===== src/rtl/alu_pkg.sv =====
// Shared ALU definitions: datapath width, word type and operation-select encodings,
// plus the 4-bit lookahead carry function reused at the second level.
package alu_pkg;

    localparam int ALU_W = 32;

    typedef logic [ALU_W-1:0] word_t;

    localparam logic OP_ADD = 1'b0;
    localparam logic OP_SUB = 1'b1;

    // Flat sum-of-products carries out of four (generate, propagate) positions.
    // c[i] is the carry out of position i; no carry depends on another carry.
    function automatic logic [3:0] cla_carries(input logic [3:0] g,
                                               input logic [3:0] p,
                                               input logic       cin);
        logic [3:0] c;
        c[0] = g[0] | (p[0] & cin);
        c[1] = g[1] | (p[1] & g[0]) | (p[1] & p[0] & cin);
        c[2] = g[2] | (p[2] & g[1]) | (p[2] & p[1] & g[0])
             | (p[2] & p[1] & p[0] & cin);
        c[3] = g[3] | (p[3] & g[2]) | (p[3] & p[2] & g[1])
             | (p[3] & p[2] & p[1] & g[0]) | (p[3] & p[2] & p[1] & p[0] & cin);
        return c;
    endfunction

endpackage


===== src/rtl/cla_4.sv =====
// 4-bit carry-lookahead group: local sum plus group generate/propagate for the
// second-level lookahead unit.
module cla_4 (
    input  logic [3:0] a,
    input  logic [3:0] b,
    input  logic       cin,
    output logic [3:0] sum,
    output logic       g,
    output logic       p
);

    logic [3:0] gi;
    logic [3:0] pi;
    logic [3:1] c;

    assign gi = a & b;
    assign pi = a ^ b;

    assign c[1] = gi[0] | (pi[0] & cin);
    assign c[2] = gi[1] | (pi[1] & gi[0]) | (pi[1] & pi[0] & cin);
    assign c[3] = gi[2] | (pi[2] & gi[1]) | (pi[2] & pi[1] & gi[0])
                | (pi[2] & pi[1] & pi[0] & cin);

    assign sum = pi ^ {c[3:1], cin};

    // Group terms exclude cin so the upper level can compute carries in parallel.
    assign g = gi[3] | (pi[3] & gi[2]) | (pi[3] & pi[2] & gi[1])
             | (pi[3] & pi[2] & pi[1] & gi[0]);
    assign p = &pi;

endmodule


===== src/rtl/add_sub_32.sv =====
// Registered 32-bit two's-complement adder/subtractor built from eight cla_4
// groups and a two-level lookahead; cout is carry (add) or NOT borrow (subtract).
module add_sub_32
    import alu_pkg::*;
(
    input  logic              clk,
    input  logic              rst_n,
    input  logic [ALU_W-1:0]  a,
    input  logic [ALU_W-1:0]  b,
    input  logic              sel,
    output logic [ALU_W-1:0]  sum,
    output logic              cout
);

    localparam int NGRP = ALU_W / 4;

    word_t           bx;
    word_t           sum_next;
    logic [NGRP-1:0] grp_g;
    logic [NGRP-1:0] grp_p;
    logic [NGRP:0]   grp_c;

    // Subtract is a + ~b + 1, with the +1 entering as the carry-in.
    assign bx       = (sel == OP_SUB) ? ~b : b;
    assign grp_c[0] = sel;

    for (genvar i = 0; i < NGRP; i++) begin : g_grp
        cla_4 u_cla (
            .a   (a[4*i +: 4]),
            .b   (bx[4*i +: 4]),
            .cin (grp_c[i]),
            .sum (sum_next[4*i +: 4]),
            .g   (grp_g[i]),
            .p   (grp_p[i])
        );
    end

    // Second level: c4..c16 from the low four groups, c20..c32 from the high four
    // seeded by c16.
    assign grp_c[4:1] = cla_carries(grp_g[3:0], grp_p[3:0], grp_c[0]);
    assign grp_c[8:5] = cla_carries(grp_g[7:4], grp_p[7:4], grp_c[4]);

    always_ff @(posedge clk) begin
        if (!rst_n) begin
            // NOTE: registers take non-blocking assignments so every flop samples
            // pre-edge values regardless of process evaluation order.
            sum  <= '0;
            cout <= 1'b0;
        end else begin
            sum  <= sum_next;
            cout <= grp_c[NGRP];
        end
    end

endmodule


===== config.mk =====
export PLATFORM = sky130hd
export DESIGN_NAME = add_sub_32
export DESIGN_NICKNAME = d
export VERILOG_FILES = /design/src/rtl/alu_pkg.sv /design/src/rtl/cla_4.sv /design/src/rtl/add_sub_32.sv
export SDC_FILE = /design/constraint.sdc
export NUM_CORES = 1
export LEC_CHECK = 0
export CAP_MARGIN = 20
export CORE_ASPECT_RATIO = 1.4
export CORE_MARGIN = 2
export CORE_UTILIZATION = 25
export DETAILED_ROUTE_END_ITERATION = 12
export PLACE_DENSITY = 0.54
export REMOVE_ABC_BUFFERS = 1
export SYNTH_ARGS = -nofsm -noshare
export SYNTH_HDL_FRONTEND = slang
export SYNTH_SLANG_ARGS = --single-unit

===== constraint.sdc =====
create_clock -name clk -period 5.3 [get_ports clk]
set_clock_uncertainty 0.05 [all_clocks]
set_input_delay 1.06 -clock clk [delete_from_list [all_inputs] [get_ports clk]]
set_output_delay 1.06 -clock clk [all_outputs]
set_load 0.05 [all_outputs]

; Yosys cells after proc, flatten, opt, wreduce, memory -nomap -nowiden
; Index checks and enable logic that the tools add are counted.
[totals]
input_bits = 67
output_inout_bits = 33
reg_bits = 33
wordCells = 272
[classes]
n_mux = 1
n_bitwise = 261
n_reduce_logical = 8
[ops]
columns = operator, count
row1 = $and A1 B1 Y1, 144
row2 = $or A1 B1 Y1, 92
row3 = $xor A4 B4 Y4, 16
row4 = $and A4 B4 Y4, 8
row5 = $mux W32, 1
row6 = $not A32 Y32, 1
row7 = $reduce_and A4 Y1, 8

; Logic depth before layout (Yosys ltp)
[depth]
depth_word = 17
mapped_depth = 14
ltp_nobuf = 12

; Cells and area by module
; A second synthesis with hierarchy kept.
[hier_totals]
hier_cells = 295
hier_area_um2 = 2742.6
[by_module_without_submodules]
columns = module, seq_area_each_um2, cells_each, area_each_um2, instances
row1 = cla_4, 0.0, 22, 182.7, 8
row2 = add_sub_32, 660.6, 119, 1281.2, 1

; Least setup slack after synthesis
; Ideal clock, no wire load.
[synth_path]
kind = input to register
startpoint = in sel
endpoint = reg sum[28]
path_stages = 13
t_arrival_ps = 4048
required_time_ps = 5185
path_buffers = 2
setup_time_ps = 65
slack_ps = 1137
cell_sequence = buf_6 clkbuf_1 xor2_1 ha_1 a211oi_2 o21bai_2 a211oi_4 o22ai_2 a31oi_4 o21ai_0 a21oi_1 fa_1 nor2b_1
[synth_between]
elab_chain_cells = 14
elab_cells_between_ends = 99
cone_classes = mux (1) / bitwise (91) / reduce/logical (7)
[synth_lines]
columns = item, line_no
row1 = "start, declared", add_sub_32.sv:10  ; input logic sel,
row2 = $mux W32, add_sub_32.sv:24  ; assign bx = (sel == OP_SUB) ? ~b : b;
row3 = $xor A4 B4 Y4 / $and A4 B4 Y4 (equally long branches), "cla_4.sv:17, cla_4.sv:16"
row4 = "$and A1 B1 Y1, on equally long branches", "cla_4.sv:27, cla_4.sv:28"
row5 = "$or A1 B1 Y1, or another cell as far along", cla_4.sv:27  ; assign g = gi[3] | (pi[3] & gi[2]) | (pi[3] & pi[2] & gi[1])
row6 = $or A1 B1 Y1 / $and A1 B1 Y1 (equally long branches), "cla_4.sv:27, cla_4.sv:28"
row7 = $or A1 B1 Y1, cla_4.sv:28  ; | (pi[3] & pi[2] & pi[1] & gi[0]);
row8 = $and A1 B1 Y1, alu_pkg.sv:22  ; c[3] = g[3] | (p[3] & g[2]) | (p[3] & p[2] & g[1])
row9 = $or A1 B1 Y1 (2 in a row), alu_pkg.sv:22
row10 = $or A1 B1 Y1 (2 in a row), alu_pkg.sv:23  ; | (p[3] & p[2] & p[1] & g[0]) | (p[3] & p[2] & p[1] & p[0] & cin);
row11 = $and A1 B1 Y1, alu_pkg.sv:21  ; | (p[2] & p[1] & p[0] & cin);
row12 = $or A1 B1 Y1, alu_pkg.sv:21
row13 = $xor A4 B4 Y4 (*), cla_4.sv:24  ; assign sum = pi ^ {c[3:1], cin};
row14 = "end signal, assigned", add_sub_32.sv:50  ; sum <= sum_next;
row15 = "end, declared", add_sub_32.sv:11  ; output logic [ALU_W-1:0] sum,
; Mark *: on every way between the ends. The rest lies on a longest branch, timed or not.
; A chain may end at the register's enable or synchronous reset.

; Worst setup path after layout
; Ends and elaborated chain as after synthesis.

==> results.sh <==
export IMPL_core_um2=9950
export IMPL_synth_most_common_cell="xor2_1"
export IMPL_num_rows=43
export IMPL_grt_max_degree=37
export IMPL_synth_area_um2=2550
export IMPL_start_util=0.257
export IMPL_yosysTopAreaCell="dfxtp_1"
export IMPL_p_leak_uw=0.00166
export IMPL_antenna_found_initial=0
export IMPL_pin_count=100
export IMPL_syn_area_per_cell_um2=9.32
export IMPL_ant_nets=0
export IMPL_cts_num_sinks=33
export IMPL_cts_buffers=5
export IMPL_layout_drive_gt1_share=0.0452
export IMPL_synth_common_cells="xor2_1 (41), dfxtp_1 (33), ha_1 (32), and2_1 (25), inv_1 (21)"
export IMPL_dieArea_um2=11100
export IMPL_setup_viol_count_final=0
export IMPL_cts_setup_buffers=0
export IMPL_min_path_type="in -> reg"
export IMPL_clkTransAtPathRegs_ns=0.05
export IMPL_routedWlPerCell_um=11.6
export IMPL_finalHoldViolations=0
export IMPL_hpwlAfterDp_um=4880
export IMPL_seq_area_um2=661
export IMPL_gp_congestion=0.779
export IMPL_wl_um=5920
export IMPL_worstMarginPinSlew_ns=0.735
export IMPL_fmax_ghz=0.238
export IMPL_slowest_stage="buf_2"
export IMPL_portBuffers=99
export IMPL_worstSetupEndpointType="flip-flop"
export IMPL_clock_root_buffer="clkbuf_16"
export IMPL_cp_top_family="compound AO/OA/AOI/OAI gates"
export IMPL_drtIter0Drc=48
export IMPL_crit_buf_inv=1
export IMPL_power_density_nw_per_um2=317
export IMPL_ys_async_sr_fraction=0
export IMPL_nFillCells=1003
export IMPL_yosys_top_cells_area="dfxtp_1 (26%), ha_1 (16%), xor2_1 (14%)"
export IMPL_hold_path_depth=4
export IMPL_ys_warn_count=0
export IMPL_timing_max_cap_violations=0
export IMPL_final_setup_tns_ns=0
export IMPL_crit_cells=12
export IMPL_worstSetupStartpointType="primary input"
export IMPL_first_pass_iters=4
export IMPL_grt_pass1_vias=2192
export IMPL_finalCriticalPeriod_ns=4.20
export IMPL_crit_chain="buf_2, xor2_1, ha_1, and4_1, and2_1, a211oi_4, o22ai_2, a31oi_4, o21ai_0, a21oi_1, fa_1, nor2b_1"
export IMPL_timing_final_crit_share=0.793
export IMPL_fin_util=0.387
export IMPL_die_y_um=124
export IMPL_drc_errors=0
export IMPL_crit_path_max_incr_delay_ns=0.57
export IMPL_via_per_inst=4.25
export IMPL_dieWidth_um=89.4
export IMPL_via_count=2171
export IMPL_cts_buffer_depth=2
export IMPL_synth_edf_count=0
export IMPL_worstSetupPathType="in -> reg"
export IMPL_ir_drop_uv=147
export IMPL_outcome="finished clean"
export IMPL_antenna_cells=0
export IMPL_synth_cells=274
export IMPL_htreeDepth=2
export IMPL_synth_top_area_share=0.259
export IMPL_overflow=0
export IMPL_multi_input_area_um2=1780
export IMPL_grt_pass1_wl_um=9580
export IMPL_drv_slew=0
export IMPL_cts_tree="done"
export IMPL_rsz0062_at_grt="no"
export IMPL_cp_max_fo=25
export IMPL_ys_seq_area_frac=0.259
export IMPL_critPathRequiredTime_ns=5.46
export IMPL_area_delta_synth_final_pct=50.6
export IMPL_nets=481
export IMPL_ys_seq_elements=33
export IMPL_max_slew_margin=0.510
export IMPL_synth_flop_cell="dfxtp_1"
export IMPL_cp_arrival_ns=4.37
export IMPL_holdBufCountCts=0
export IMPL_ctsResizeCount=0
export IMPL_synth_distinct_cells=40
export IMPL_gr_usage_all_layers=0.112
flip-flops by register name, indices dropped and copies added (netlist names):
name and count:
cout 1, sum 32
tightest hold or removal path, stage by stage:
cell and delay [ns]:
clkdlybuf4s50_1 0.43, inv_1 0.09, fa_1 0.16, nor2b_1 0.04
metal layers:
| layer | global-route usage | wire length (um) | up-vias |
|---|---|---|---|
| li1 | - | - | 1121 |
| met2 | 0.200 | 3020 | 62 |
| met4 | 0.0429 | 100 | 0 |
| met1 | 0.128 | 2490 | 981 |
| met3 | 0.0219 | 310 | 7 |
| met5 | 0 | 0 | - |
power by group:
group	switching (uW)	leakage, uW	internal, uW	total [uW]
Clock	107	0.0000799	199	306
Combinational	347	0.00130	257	605
Sequential	13.1	0.000275	297	310
Total	467	0.00166	753	1220
area by class of cell:
cell class                      instances  area share
Clock buffer                            7      0.0397
Multi-Input combinational cell        213       0.463
Inverter                               21      0.0205
Clock inverter                          1     0.00130
Sequential cell                        33       0.172
Tap cell                              135      0.0439
Timing Repair Buffer                  101       0.260
cells by family (layout without fill, tap and decap cells):
logic type / Yosys count / in the layout / share of synthesized area
AOI/OAI and AO/OA: 56 / 56 / 0.157
muxes: 1 / 1 / 0.00392
DFF: 33 / 33 / 0.259
adders and majority gates: 39 / 39 / 0.212
buffers and inverters: 28 / 130 / 0.0441
and+or+nand+nor: 63 / 63 / 0.140
xor gates and xnor gates: 54 / 54 / 0.185
per-stage QoR:
step / hold slack [ns] / area, um2 / setup WS [ns] / power (uW) / cells
after floorplan: 1.13 / 2520 / 1.68 / 724 / 267
after global placement: 1.79 / 3690 / 0.814 / 923 / 503
after detailed placement: 1.79 / 3690 / 0.710 / 927 / 503
after CTS: 1.50 / 3850 / 1.00 / 1240 / 511
after global routing: 1.54 / 3850 / 0.794 / 1300 / 511
final: 1.50 / 3850 / 1.10 / 1220 / 511
path summary, 6_finish.rpt:
path | start | endpoint | slack (ns)
max | sel | sum[28]$_SDFF_PN0_ | 1.10
min | a[16] | sum[16]$_SDFF_PN0_ | 1.50
layout by cell type, fill, tap and decap left out, types with 2 or more instances in the layout:
master and count:
ha_1 32, inv_1 21, a21oi_1 17, clkbuf_16 5, clkbuf_8 2, o21ai_0 12, a21o_1 5, and3_1 2
a211oi_1 2, dfxtp_1 33, nand2b_1 3, xnor2_1 13, and2_1 25, nand3_1 4, o21bai_1 5, xor2_1 41
o21a_1 2, nand4_1 2, nor2b_1 7, fa_1 7, a31oi_1 2, nor2_1 6, nand2_1 9, clkdlybuf4s50_1 98
buf_4 2
Power figures use the tool's default switching activity.
